### src/rtl/link_frame_rsp.sv
// link_frame_rsp: answers frames addressed to LOCAL_ADDR by building a reply in the TX buffer and tracking its transmission.
// Optional macro LINK_RSP_BCAST_EN: also accept frames sent to the broadcast address 8'hFF.
module link_frame_rsp #(
  parameter logic [7:0]  LOCAL_ADDR  = 8'h01,
  parameter logic [7:0]  MAX_PAYLOAD = 8'd240,
  parameter logic [19:0] TX_TIMEOUT  = 20'd100000
) (
  input  logic        sys_clk,
  input  logic        rst,
  input  logic        rx_done,
  input  logic [1:0]  rx_crc_rslt,
  output logic        rx_buf_rden,
  output logic [10:0] rx_buf_raddr,
  input  logic [7:0]  rx_buf_rdata,
  output logic        tx_buf_wren,
  output logic [10:0] tx_buf_waddr,
  output logic [7:0]  tx_buf_wdata,
  output logic [10:0] tx_data_len,
  output logic        tx_start,
  input  logic        tx_busy,
  output logic        rsp_busy,
  output logic [15:0] rsp_cnt,
  output logic [15:0] drop_cnt,
  output logic        err_timeout
);
  typedef enum logic [2:0] {IDLE, HDR_RD, CHK, WR_HDR, COPY, START, WAIT_TX} state_t;
  state_t state_q, state_d;
  logic [7:0] cnt_q, cnt_d, dest_q, dest_d, src_q, src_d, cmd_q, cmd_d, len_q, len_d;
  logic [19:0] tmr_q, tmr_d;
  logic [10:0] tx_len_q, tx_len_d;
  logic [15:0] rsp_cnt_q, rsp_cnt_d, drop_cnt_q, drop_cnt_d;
  logic seen_q, seen_d, dest_ok, accept, done, timeout, drop_rx, drop_int;
`ifdef LINK_RSP_BCAST_EN
  assign dest_ok = (dest_q == LOCAL_ADDR) || (dest_q == 8'hFF);
`else
  assign dest_ok = dest_q == LOCAL_ADDR;
`endif
  assign accept   = dest_ok && (len_q <= MAX_PAYLOAD);
  assign done     = (state_q == WAIT_TX) && seen_q && !tx_busy;
  assign timeout  = (state_q == WAIT_TX) && !done && (tmr_q == TX_TIMEOUT - 20'd1);
  // A new frame is lost if it fails CRC or arrives while a reply is still in progress
  assign drop_rx  = rx_done && ((state_q != IDLE) || (rx_crc_rslt != 2'b01));
  assign drop_int = ((state_q == CHK) && !accept) || timeout;
  always_ff @(posedge sys_clk) begin
    if (!rst) begin
      state_q    <= IDLE;
      cnt_q      <= '0;
      dest_q     <= '0;
      src_q      <= '0;
      cmd_q      <= '0;
      len_q      <= '0;
      tmr_q      <= '0;
      tx_len_q   <= '0;
      rsp_cnt_q  <= '0;
      drop_cnt_q <= '0;
      seen_q     <= 1'b0;
    end else begin
      state_q    <= state_d;
      cnt_q      <= cnt_d;
      dest_q     <= dest_d;
      src_q      <= src_d;
      cmd_q      <= cmd_d;
      len_q      <= len_d;
      tmr_q      <= tmr_d;
      tx_len_q   <= tx_len_d;
      rsp_cnt_q  <= rsp_cnt_d;
      drop_cnt_q <= drop_cnt_d;
      seen_q     <= seen_d;
    end
  end
  always_comb begin
    state_d    = state_q;
    cnt_d      = cnt_q;
    dest_d     = dest_q;
    src_d      = src_q;
    cmd_d      = cmd_q;
    len_d      = len_q;
    tmr_d      = tmr_q;
    tx_len_d   = tx_len_q;
    seen_d     = seen_q;
    rsp_cnt_d  = rsp_cnt_q + 16'(done);
    drop_cnt_d = drop_cnt_q + 16'(drop_rx) + 16'(drop_int);
    case (state_q)
      IDLE: begin
        cnt_d   = '0;
        state_d = (rx_done && rx_crc_rslt == 2'b01) ? HDR_RD : IDLE;
      end
      HDR_RD: begin
        // rdata lags the address by one cycle, so capture index is cnt-1
        cnt_d   = cnt_q + 8'd1;
        dest_d  = (cnt_q == 8'd1) ? rx_buf_rdata : dest_q;
        src_d   = (cnt_q == 8'd2) ? rx_buf_rdata : src_q;
        cmd_d   = (cnt_q == 8'd3) ? rx_buf_rdata : cmd_q;
        len_d   = (cnt_q == 8'd4) ? rx_buf_rdata : len_q;
        state_d = (cnt_q == 8'd4) ? CHK : HDR_RD;
      end
      CHK: begin
        cnt_d    = '0;
        tx_len_d = accept ? 11'd4 + {3'b0, len_q} : tx_len_q;
        state_d  = accept ? WR_HDR : IDLE;
      end
      WR_HDR: begin
        cnt_d   = (cnt_q == 8'd3) ? 8'd0 : cnt_q + 8'd1;
        state_d = (cnt_q != 8'd3) ? WR_HDR : (len_q != 8'd0) ? COPY : START;
      end
      COPY: begin
        cnt_d   = cnt_q + 8'd1;
        state_d = (cnt_q == len_q) ? START : COPY;
      end
      START: begin
        tmr_d   = '0;
        seen_d  = 1'b0;
        state_d = WAIT_TX;
      end
      WAIT_TX: begin
        tmr_d   = tmr_q + 20'd1;
        seen_d  = seen_q || tx_busy;
        state_d = (done || timeout) ? IDLE : WAIT_TX;
      end
      default: state_d = IDLE;
    endcase
  end
  always_comb begin
    rx_buf_rden  = ((state_q == HDR_RD) && (cnt_q < 8'd4)) || ((state_q == COPY) && (cnt_q < len_q));
    rx_buf_raddr = !rx_buf_rden ? 11'd0 : (state_q == HDR_RD) ? {3'b0, cnt_q} : 11'd4 + {3'b0, cnt_q};
    tx_buf_wren  = (state_q == WR_HDR) || ((state_q == COPY) && (cnt_q != 8'd0));
    tx_buf_waddr = !tx_buf_wren ? 11'd0 : (state_q == WR_HDR) ? {3'b0, cnt_q} : 11'd3 + {3'b0, cnt_q};
    tx_buf_wdata = !tx_buf_wren ? 8'd0 :
                   (state_q == COPY)  ? rx_buf_rdata :
                   (cnt_q == 8'd0)    ? src_q :
                   (cnt_q == 8'd1)    ? LOCAL_ADDR :
                   (cnt_q == 8'd2)    ? (cmd_q | 8'h80) : len_q;
    tx_data_len  = tx_len_q;
    tx_start     = state_q == START;
    rsp_busy     = state_q != IDLE;
    rsp_cnt      = rsp_cnt_q;
    drop_cnt     = drop_cnt_q;
    err_timeout  = timeout;
  end
endmodule

### config.mk
export PLATFORM = sky130hd
export DESIGN_NAME = link_frame_rsp
export DESIGN_NICKNAME = d
export VERILOG_FILES = /design/src/rtl/link_frame_rsp.sv
export SDC_FILE = /design/constraint.sdc
export NUM_CORES = 1
export LEC_CHECK = 0
export ABC_AREA = 0
export ABC_CLOCK_PERIOD_IN_PS = 3300
export BUFFER_PORTS_ARGS = -buffer_cell sky130_fd_sc_hd__buf_2
export CAP_MARGIN = 20
export CORE_MARGIN = 2
export CORE_UTILIZATION = 57
export DETAILED_ROUTE_END_ITERATION = 6
export GPL_ROUTABILITY_DRIVEN = 0
export PLACE_DENSITY_LB_ADDON = 0.15
export SLEW_MARGIN = 20
export SYNTH_ARGS = -nofsm -noshare
export SYNTH_HDL_FRONTEND = slang
export SYNTH_SLANG_ARGS = --single-unit
### constraint.sdc
create_clock -name sys_clk -period 3.3 [get_ports sys_clk]
set_clock_uncertainty 0.2 [all_clocks]
set_input_delay 0.165 -clock sys_clk [delete_from_list [all_inputs] [get_ports sys_clk]]
set_output_delay 0.165 -clock sys_clk [all_outputs]
set_load 0.05 [all_outputs]
# Word level (Yosys, flattened, before mapping)
# Cells that the tools add are included.
# word_totals
regBits	106
latchBits	0
ram_bits	0
rom_bits	0
in_bits	14
out_inout_bits	78
wordCells	93
mem_count	0
# classes
addsub	8
mul	0
div	0
n_lt_le_gt_ge	3
eq_ne	16
shifts	0
mux	21
bitwise_logic	0
reduce_logical	34
# ops
op	count
$add 16x1->16	3
$mux 8	6
$pmux 20 s2	1
$mux 9	4
$pmux 8 s3	1
$pmux 3 s7	1
$add 20x1->20 const B	1
$eq 20x17->1 const B	1
$add 3x8->9 const A	2
$eq 8x1->1 const B	2
$eq 8x2->1 const B	2
$reduce_bool 8->1	2
$logic_and 1x1->1	11
$reduce_and 2->1	5
$add 2x8->9 const A	1
$eq 3x3->1 const B	3
$add 8x1->8 const B	1
$eq 8x3->1 const B	1
$eq 8x8->1	1
$le 8x8->1 const B	1
$logic_not 8->1	1
$lt 8x3->1 const B	1
$lt 8x8->1	1
$ne 8x2->1 const B	1
other kinds (14)	28

# Longest topological paths before layout
# Gate-level depths: netlist of the first run.
# logic_depth
ltp_word	9
ltp_mapped	14
depth_no_buf	13

# Least setup slack after synthesis of the first run
# No wires, ideal clock.
# synth_path
path_kind	reg2reg
start	register state_q[1]
end	register drop_cnt_q[15] (netlist: drop_cnt[15])
setup_time_ns	0.115
arrival_ns	3.445
t_required_ns	2.985
slack_ns	-0.460
stages_incl_launch_ff	14
n_path_buf	3
synth_period_minus_slack_ns	3.760
cell_sequence	dfxtp_1 > buf_2 > and3b_1 > clkbuf_1 > clkbuf_1 > nand2_1 > nor2_1 > a31oi_1 > fa_1 > nand2b_1 > nor4_1 > nand3_1 > xnor2_1 > and2_1
# synth_via
elab_chain_cells	8
word_cells_on_any_way	14
# synth_lines
item	line_no	text
from (decl)	27	state_t state_q, state_d;
from (signal assigned)	58	state_q <= state_d;
$eq 3x3->1 (*)	39, 40	
$logic_and 1x1->1 (2 in series)	39	assign done = (state_q == WAIT_TX) && seen_q && !tx_busy;
$logic_not 1->1	40	assign timeout = (state_q == WAIT_TX) && !done && (tmr_q == TX_TIMEOUT - 20'd1);
$logic_and 1x1->1 (*) (2 in series)	40	
net err_timeout	24	output logic err_timeout
$logic_or 1x1->1 (*)	43	assign drop_int = ((state_q == CHK) && !accept) || timeout;
$add 16x1->16 (*)	82	drop_cnt_d = drop_cnt_q + 16'(drop_rx) + 16'(drop_int);
to (signal assigned)	67	drop_cnt_q <= drop_cnt_d;
to (decl)	31	logic [15:0] rsp_cnt_q, rsp_cnt_d, drop_cnt_q, drop_cnt_d;
# The timed path passes the listed nets; every way through them passes the cells marked *.
# A chain may end at the register's enable or synchronous reset.

# Worst setup path in the final report of the first run
# layout_path
start	register cnt_q[1]
end	output port tx_buf_wdata[2]
# layout_via
elab_chain_cells	6
word_cells_on_any_way	11
# layout_lines
item	line_no	text
from (decl)	28	logic [7:0] cnt_q, cnt_d, dest_q, dest_d, src_q, src_d, cmd_q, cmd_d, len_q, len_d;
from (signal assigned)	59	cnt_q <= cnt_d;
$eq 8x2->1	132	(cnt_q == 8'd2) ? (cmd_q | 8'h80) : len_q;
$mux 8	132	
$mux 8	131	(cnt_q == 8'd1) ? LOCAL_ADDR :
$mux 8	130	(cnt_q == 8'd0) ? src_q :
$mux 8	129	(state_q == COPY) ? rx_buf_rdata :
$mux 8 (*)	128	tx_buf_wdata = !tx_buf_wren ? 8'd0 :
to (decl)	17	output logic [7:0] tx_buf_wdata,
# Every way passes the cells marked *; elsewhere a longest branch is shown, timed or not.

==> run metrics, run 1 <==
antenna diode count=0; Primary FF master, synth=dfxtp_1; number of cells on the critical path=6; final number of setup-violating endpoints=0; Sink Count=104; relative slew slack=0.5014; CTS buffer count=9; Die Ht=102.9 um; Final Hold Viols=0; first-pass GRT wire length=22.87 mm; CP required=2.93 ns; run status=completed; crit path DAT=2.73 ns; CTS clk-pin slew, worst paths=0.09 ns; crit path max-delay cell type=nor4b_4; largest net degree at the start of global routing=36; Layout area overhead=15.23%; share of cells above drive strength 1=0.1748; CP bufs+invs=2; max-cap viol count=0; Final HPWL DP=9.967 mm; IO buf count=85; Switch Pwr=529.6 uW; yosys warns=0; postcts setup bufs=0; RSZ-0062 raised after global routing=false; CP Class=reg -> out; Gate power share=0.055; FFs w/ async S/R, synth=0; Avg Inst Size Synth=8.096 um^2; post-synthesis register bit count=104; final wirelength=14.13 mm; vias post-DR=5239; Cell Pwr Density=344.8 nW/um^2; Tcrit/Tclk final=0.9383; CTS tree=built; Worst Hold Class=in -> reg; Ports=92; DR iter-0 viols=289; switching share of power=0.2390; Cell Int Power=1686 uW; share of power burned in registers=0.570; startpoint types=register; Routed Antenna Nets=0; via density per instance=5.751; Clock Power Share=0.375; post-synth design cell area=5578 um^2; Clock Tree Buf Depth=2; clock root cell=clkbuf_8; final setup TNS=0 ns; Post-Layout Inst Area=6427 um^2; vias in the first global route=4762; Top delay family on crit path=simple AND/OR/NAND/NOR gates; wire length per cell=15.51 um; Cell Rows=36; Die Wd=102.9 um; GRT Overall Usage=0.2737; count of different cell masters after synthesis=62; crit path cell chain=inv_1 > ha_1 > nor4b_4 > a222oi_1 > a211oi_1 > buf_2; Post-synth EDFFs=0; TritonRoute pass-1 iters=5; worst r2r path cells=12; Worst Max-Slew Pin Slew=0.7451 ns; CP Capture Type=output port; VDD IR max=192.5 uV; fin. max-slew vios=0; Initial Util=0.5787; clock period minus worst slack=3.097 ns; die area=10590 um^2; post-synthesis sequential area ratio=0.3733; initial antenna violation count=0; Final nets=811; core area=9639 um^2; f_max=322.9 MHz; grt total ovfl=0; Cells after Synth=689; leakage power=0.002567 uW; Area after DPL=6101 um^2; drt drc=0; worst skew pair latency=0.38 ns; CP Max Fanout=12; max incr delay on CP=0.54 ns; H-Tree Level Count=3; WHS Path Cells=5
[power by group through the flow]
stage | clock network, uW | logic [uW] | registers [uW]
final | 830 | 121 | 1260
after CTS | 843 | 120 | 1260
after floorplan | 0 | 72.9 | 1300
after global routing | 895 | 131 | 1270
after global placement | 0 | 108 | 1290
after detailed placement | 0 | 110 | 1290
[placed cells by master (no fill, tap or decap), types with 4 or more instances in the layout]
| master | count |
|---|---|
| inv_1 | 25 |
| and3_1 | 7 |
| and2_1 | 18 |
| clkbuf_8 | 11 |
| buf_4 | 17 |
| xor2_1 | 14 |
| mux2_2 | 4 |
| a21oi_1 | 45 |
| xnor2_1 | 27 |
| dfxtp_1 | 102 |
| nor4_1 | 5 |
| a31oi_1 | 7 |
| nor2b_1 | 7 |
| o21ai_0 | 27 |
| dlygate4sd3_1 | 10 |
| buf_2 | 85 |
| conb_1 | 6 |
| nand4_1 | 21 |
| and4_1 | 4 |
| a222oi_1 | 6 |
| nor3_1 | 8 |
| nor2_1 | 85 |
| ha_1 | 23 |
| nand2_1 | 62 |
| mux2i_1 | 15 |
| nand3_1 | 61 |
| a211oi_1 | 7 |
| o211a_1 | 6 |
[per-layer routing]
layer | GRT usage | part of all wire | vias up
li1 | - | - | 2565
met1 | 0.3491 | 0.42 | 2444
met2 | 0.4690 | 0.49 | 205
met3 | 0.04678 | 0.066 | 25
met4 | 0.09312 | 0.019 | 0
met5 | 0 | 0 | -
[worst reg2reg max path, stage by stage (launching register included)]
cell	delay, ns
dfxtp_1	0.40
ha_1	0.22
nand4_1	0.22
nor2_1	0.14
nand4_1	0.19
nor2_4	0.17
a31oi_1	0.07
fa_1	0.46
nand2b_1	0.23
nor4_4	0.31
nand3_1	0.12
xnor2_1	0.13
and2_1	0.15
[layout make-up]
type / count / area (um^2)
sequential: 104 / 2085
multi-input combinational: 520 / 3219
fill: 832 / 3212
tap: 133 / 166.4
inverter: 26 / 97.59
clock buffer: 12 / 155.1
timing repair buffer: 112 / 653.1
clock inverter: 4 / 51.30
[synth_stat cells, types with 3 or more instances]
master,number,area (um^2)
clkbuf_1,22,82.58
xor2_1,14,122.6
and3_1,7,43.79
nor2_1,87,326.6
or3_1,3,18.77
buf_4,8,60.06
nand3_1,61,305.3
and4_1,4,35.03
o31ai_1,3,22.52
and2_1,18,112.6
a21boi_0,3,22.52
a211oi_1,7,52.55
mux2_2,4,45.04
buf_2,10,50.05
nand2b_1,3,18.77
ha_1,23,287.8
nand2_1,62,232.7
nor4_1,6,37.54
a222oi_1,6,60.06
mux2i_1,15,150.1
o211ai_1,3,22.52
o21a_1,3,22.52
nand3b_1,3,22.52
a31oi_1,7,43.79
a21oi_1,45,225.2
inv_1,25,93.84
o211a_1,6,60.06
xnor2_1,27,236.5
nor3_1,8,40.04
nand4_1,21,131.4
o21ai_0,27,135.1
nor2b_1,7,43.79
dfxtp_1,104,2082
[worst paths after layout]
path | startpoint | to | slack [ns]
max | cnt_q[1] | tx_buf_wdata[2] | 0.20
max reg2reg | tmr_q[1] | drop_cnt[15] | 0.21
min reg2reg | dest_q[0] | dest_q[0] | 0.26
min | rx_crc_rslt[0] | state_q[0] | 0.02
[through the flow]
step / power (uW) / worst slack [ns] / cells / hold slack, ns / utilization
2_1_floorplan: 1372 / 0.01802 / 694 / 0.1122 / -
3_3_place_gp: 1401 / 0.2124 / 885 / 0.2308 / 0.6329
3_5_place_dp: 1404 / 0.1106 / 885 / 0.2392 / 0.6329
4_1_cts: 2227 / 0.07511 / 911 / 0.01049 / 0.6647
5_1_grt: 2291 / 0.0009264 / 911 / 0.07176 / 0.6668
6_report: 2216 / 0.2035 / 911 / 0.02422 / 0.6668
[logic make-up (layout without fill, tap and decap cells)]
family / count (synthesis) / after routing / share of synthesized area
flops: 104 / 104 / 0.3733
compound gates: 124 / 124 / 0.1400
mux: 19 / 19 / 0.03499
other cells: 1 / 6 / 0.0006723
simple gates: 306 / 306 / 0.2741
fa+ha+maj: 24 / 24 / 0.05518
buf+inv: 70 / 154 / 0.05743
xor+xnor: 41 / 41 / 0.06438
[sequential cells by signal, indices dropped and copies added (netlist names)]
| name | cells |
|---|---|
| cmd_q | 7 |
| cnt_q | 8 |
| dest_q | 8 |
| drop_cnt | 16 |
| len_q | 8 |
| rsp_cnt | 16 |
| seen_q | 1 |
| src_q | 8 |
| state_q | 3 |
| tmr_q | 20 |
| tx_data_len | 9 |
[timing repair]
action,CTS,global route
setup endpoints to repair,0,15
hold buffers,10,0
endpoints found under the hold margin,33,0
gates resized for setup,0,6
(Power assumes the default switching activity.)
==> run 2: changes to the inputs <==
--- a/config.mk
+++ b/config.mk
@@ -13,6 +13,7 @@
 export CORE_UTILIZATION = 57
 export DETAILED_ROUTE_END_ITERATION = 6
 export GPL_ROUTABILITY_DRIVEN = 0
+export HOLD_SLACK_MARGIN = 0.1
 export PLACE_DENSITY_LB_ADDON = 0.15
 export SLEW_MARGIN = 20
 export SYNTH_ARGS = -nofsm -noshare
==> run 2 against run 1 <==
Compared with the run above: final area up 0.31%; utilization is 0.21 points higher; die area did not move; setup slack lost 0.0083 ns; non-clock buffer count up 2; flip-flop and latch count stayed put; clock power hardly changed; via count is 1.2% higher; sequential power hardly changed; maximum frequency shrank 0.27%; combinational power is essentially flat; critical path type unchanged; largest cell class unchanged; largest power group unchanged.
==> run metrics, run 2 (synthesis results as in run 1) <==
number of fill cells in the layout=833 (+0.12%); RSZ-0062 raised after global routing=false; DR iter-0 viols=300 (+3.8%); dpl cells=885 (unchanged); fin. max-slew vios=0 (unchanged); Clock Tree Buf Depth=2 (unchanged); crit path DAT=2.74 ns (about the same); Die Wd=102.9 um (unchanged); TritonRoute pass-1 iters=5 (unchanged); Final HPWL DP=9.967 mm (unchanged); Worst Max-Slew Pin Slew=0.7494 ns (+0.004286 ns); vias post-DR=5301 (+1.2%); die area=10590 um^2 (unchanged); Cell Pwr Density=343.9 nW/um^2 (-0.25%); most common cell after layout, fill and taps aside=dfxtp_1; IO buf count=85 (unchanged); leakage power=0.002576 uW (+0.35%); Worst R2R Start=tmr_q[1]; startpoint types=register; final cell count without fillers=913 (+0.22%); CP endpoint=tx_buf_wdata[2]; relative slew slack=0.4985 (-0.002868); Place WS=0.1106 ns (unchanged); Ports=92 (unchanged); max reg flops=20 (unchanged); reg2reg setup slack=0.21 ns (about the same); worst r2r path cells=12 (unchanged); CP Class=reg -> out; core area=9639 um^2 (unchanged); CP Max Fanout=10 (-2); PnR worst setup slack=0.1952 ns (-0.008287 ns); CTS clk-pin slew, worst paths=0.10 ns (about the same); run status=completed; H-Tree Level Count=3 (unchanged); via density per instance=5.806 (+0.96%); CP Capture Type=output port; CTS tree=built; worst skew pair latency=0.38 ns (about the same); initial antenna violation count=0 (unchanged); Top reg by flops=tmr_q; f_max=322.1 MHz (-0.27%); largest net degree at the start of global routing=36 (unchanged); Sink Count=104 (unchanged); antenna diode count=0 (unchanged); final setup TNS=0 ns (unchanged); Final Util=0.6689 (+0.002077); CP startpoint=cnt_q[0]; CTS buffer count=9 (unchanged); GRT Overall Usage=0.2745 (+0.0008513); Final Hold Viols=0 (unchanged); final number of setup-violating endpoints=0 (unchanged); Min-Delay Startpoint=rst; drt drc=0 (unchanged); clock period minus worst slack=3.105 ns (+0.008287 ns); max-cap viol count=0 (unchanged); commonest cells after routing, fill and taps aside=dfxtp_1 (102), nor2_1 (85), buf_2 (85); grt total ovfl=0 (unchanged); Die Ht=102.9 um (unchanged); Tcrit/Tclk final=0.9409 (+0.002511); Critical R2R Capture=drop_cnt[15]; Final nets=813 (+0.25%); wire length per cell=15.54 um (+0.22%); Cell Rows=36 (unchanged); Initial Util=0.5787 (unchanged); Post-Layout Inst Area=6447 um^2 (+0.31%); clock root cell=clkbuf_8; Layout area overhead=15.59%; vias in the first global route=4784 (+0.46%); Routed Antenna Nets=0 (unchanged); CP required=2.93 ns (about the same); Area after DPL=6101 um^2 (unchanged); first-pass GRT wire length=22.94 mm (+0.30%); Worst Hold Class=in -> reg; share of cells above drive strength 1=0.1744 (-0.0004482); VDD IR max=192.6 uV (about the same); final wirelength=14.19 mm (+0.44%)
run 2: changes by cell type in the layout (fill, tap and decap cells not counted):
cell,delta
dlygate4sd3_1,+2
run 2: cell type report:
cell class                      instances  area, um^2  share of cell area
Inverter                               26       97.59             0.01514
Multi-Input combinational cell        520        3219              0.4993
Timing Repair Buffer                  114       673.1              0.1044
Clock inverter                          4       51.30            0.007957
Sequential cell                       104        2085              0.3233
Tap cell                              133       166.4             0.02581
Clock buffer                           12       155.1             0.02406
run 2: worst max-delay path, cell delays in order (launching register included):
cell,delay (ns)
dfxtp_1,0.56
inv_1,0.18
ha_1,0.35
and3_1,0.33
nor2_2,0.25
nor2_2,0.16
a211oi_1,0.23
buf_2,0.30
run 2: how the worst min path moves through the flow:
stage,slack (ns),end,depth (start not counted)
2_1_floorplan,0.11,len_q[0],2
3_3_place_gp,0.23,seen_q,3
3_5_place_dp,0.24,seen_q,3
4_1_cts,0.10,tmr_q[4],4
5_1_grt,0.13,tx_data_len[6],3
6_report,0.11,tmr_q[4],4
run 2: per-stage QoR:
step,hold WS (ns),power [uW]
floorplan,0.1122,1372
global placement,0.2308,1401
detailed placement,0.2392,1404
CTS,0.1003,2228
global route,0.1327,2292
finish,0.1106,2217
run 2: repair_timing:
| action | in CTS | in global routing |
|---|---|---|
| resized for setup | 0 | 6 |
| endpoints found under the hold margin | 34 | 0 |
| hold buffers | 12 | 0 |
| setup endpoints to repair | 0 | 15 |
| setup buffers | 0 | 0 |
run 2: power breakdown:
group | internal (uW) | switching (uW)
registers | 1260 | 6.05
clock network | 394 | 436
logic | 34.8 | 88.3
run 2: routing by layer:
layer | GRT usage | up-vias | wire [um]
met5 | 0 | - | 0
met1 | 0.3482 | 2497 | 6016
met4 | 0.09312 | 0 | 217
li1 | - | 2580 | -
met3 | 0.04678 | 19 | 944
met2 | 0.4730 | 205 | 7013
==> run 3: changes to the inputs <==
--- a/config.mk
+++ b/config.mk
@@ -9,6 +9,7 @@
 export ABC_CLOCK_PERIOD_IN_PS = 3300
 export BUFFER_PORTS_ARGS = -buffer_cell sky130_fd_sc_hd__buf_2
 export CAP_MARGIN = 20
+export CORE_ASPECT_RATIO = 2
 export CORE_MARGIN = 2
 export CORE_UTILIZATION = 57
 export DETAILED_ROUTE_END_ITERATION = 6
==> run 3 against run 2 <==
Compared with the run above: global-route usage grew 1.0 points; register-to-register slack about the same; final area increased by 1.7%; maximum frequency decreased by 2.2%; wire length rose by 6.1%; critical path type unchanged; die area grew 0.46%.
==> run metrics, run 3 (synthesis results as in run 1) <==
Cell Pwr Density=377.9 nW/um^2 (+9.9%); most common cell after layout, fill and taps aside=dfxtp_1; CP startpoint=len_q[1]; share of cells above drive strength 1=0.1737 (-0.0006680); VDD IR max=294.7 uV (+53%); die area=10640 um^2 (+0.46%); Worst Max-Slew Pin Slew=0.6095 ns (-0.1399 ns); startpoint types=register; wire length per cell=16.46 um (+5.9%); antenna diode count=0 (unchanged); CP Max Fanout=7 (-3); CP required=2.93 ns (about the same); via density per instance=5.807 (about the same); H-Tree Level Count=3 (unchanged); first-pass GRT wire length=23.32 mm (+1.7%); final number of setup-violating endpoints=0 (unchanged); Final HPWL DP=11.27 mm (+13%); vias in the first global route=4967 (+3.8%); Final nets=816 (+0.37%); CTS tree=built; commonest cells after routing, fill and taps aside=dfxtp_1 (104), nor2_1 (86), buf_2 (85); Final Hold Viols=0 (unchanged); Cell Rows=51 (+42%); Top delay family on crit path=simple AND/OR/NAND/NOR gates; Ports=92 (unchanged); crit path cell chain=inv_1 > ha_1 > nor2b_1 > o211ai_1 > a21oi_1 > or4_1 > o21ai_1 > buf_2; fin. max-slew vios=0 (unchanged); TritonRoute pass-1 iters=5 (unchanged); run status=completed; max reg flops=20 (unchanged); grt total ovfl=0 (unchanged); relative slew slack=0.5905 (+0.09197); crit path DAT=2.81 ns (+0.07 ns); clock period minus worst slack=3.175 ns (+0.07053 ns); postcts setup bufs=0 (unchanged); Tcrit/Tclk final=0.9622 (+0.02137); Routed Antenna Nets=0 (unchanged); max incr delay on CP=0.66 ns (+0.10 ns); IO buf count=85 (unchanged); initial antenna violation count=0 (unchanged); Top reg by flops=tmr_q; Die Ht=143.9 um (+40%); clock root cell=clkbuf_16; final wirelength=15.06 mm (+6.1%); Initial Util=0.5789 (about the same); Sink Count=104 (unchanged); Area after DPL=6130 um^2 (+0.47%); DR iter-0 viols=266 (-11%); Layout area overhead=17.56%; CTS clk-pin slew, worst paths=0.07 ns (-0.03 ns); drt drc=0 (unchanged); CP Capture Type=output port; crit path max-delay cell type=or4_1; leakage power=0.002617 uW (+1.6%); Tot Pwr=2478 uW (+12%); max-cap viol count=0 (unchanged); Die Wd=73.95 um (-28%); Min-Delay Startpoint=rst; CTS buffer count=9 (unchanged); largest net degree at the start of global routing=47 (+31%); Worst R2R Start=tmr_q[0]; Worst Hold Class=in -> reg; CP bufs+invs=2 (unchanged); GRT Overall Usage=0.2850 (+0.01046); vias post-DR=5313 (+0.23%); Clock Tree Buf Depth=2 (unchanged); Post-Layout Inst Area=6558 um^2 (+1.7%); CP Class=reg -> out; worst skew pair latency=0.35 ns (-0.03 ns); core area=9635 um^2 (about the same); f_max=314.9 MHz (-2.2%)
## run 3: cell types whose count changed in the layout (fill, tap and decap cells not counted), sizes merged
| cell | delta |
|---|---|
| buf | +4 |
| clkbuf | -1 |
| clkinv | +1 |
| dlygate4sd3 | -1 |
## run 3: per-stage QoR
step | utilization | hold WS [ns] | instances | TNS, ns | setup slack [ns]
3_5_place_dp | 0.6362 | 0.2349 | 888 | 0 | 0.1761
5_1_grt | 0.6806 | 0.1580 | 915 | -0.03013 | -0.03013
3_3_place_gp | 0.6362 | 0.2225 | 888 | 0 | 0.2403
6_report | 0.6806 | 0.1144 | 915 | 0 | 0.1247
2_1_floorplan | - | 0.1122 | 694 | 0 | 0.01802
4_1_cts | 0.6794 | 0.1196 | 915 | 0 | 0.1275
## run 3: worst paths after layout
check	endpoint	slack [ns]	cells past startpoint
setup / recovery	rx_buf_raddr[2]	0.12	8
hold / removal	tmr_q[4]	0.11	4
setup reg to reg	drop_cnt[15]	0.22	12
hold reg to reg	tmr_q[4]	0.25	1
## run 3: worst min-delay path, stage by stage
cell and delay (ns):
buf_2 0.10, buf_4 0.23, nand2_1 0.09, a21oi_1 0.03
## run 3: area by class of cell
| type | count | area (um^2) |
|---|---|---|
| Timing Repair Buffer | 117 | 693.2 |
| Inverter | 26 | 97.59 |
| Sequential cell | 104 | 2082 |
| Clock inverter | 5 | 63.81 |
| Multi-Input combinational cell | 520 | 3213 |
| Tap cell | 132 | 165.2 |
| Clock buffer | 11 | 242.7 |
| Fill cell | 795 | 3078 |
## run 3: timing repair
| item | CTS | global route |
|---|---|---|
| hold endpoints to repair | 33 | 0 |
| endpoints found under the setup margin | 0 | 2 |
| resized for setup | 0 | 2 |
| hold buffers | 11 | 0 |
## run 3: metal layers
| metal | global-route usage | routed length (um) | part of all wire |
|---|---|---|---|
| met3 | 0.04488 | 643 | 0.043 |
| met2 | 0.5385 | 8228 | 0.55 |
| met5 | 0 | 0 | 0 |
| met4 | 0.1608 | 716 | 0.048 |
| met1 | 0.2791 | 5471 | 0.36 |
## run 3: power by group
group          switching (uW)  leakage (uW)  internal, uW
Clock                     479      0.000146           615
Combinational            86.7       0.00163          34.9
Sequential               5.18      0.000838          1260
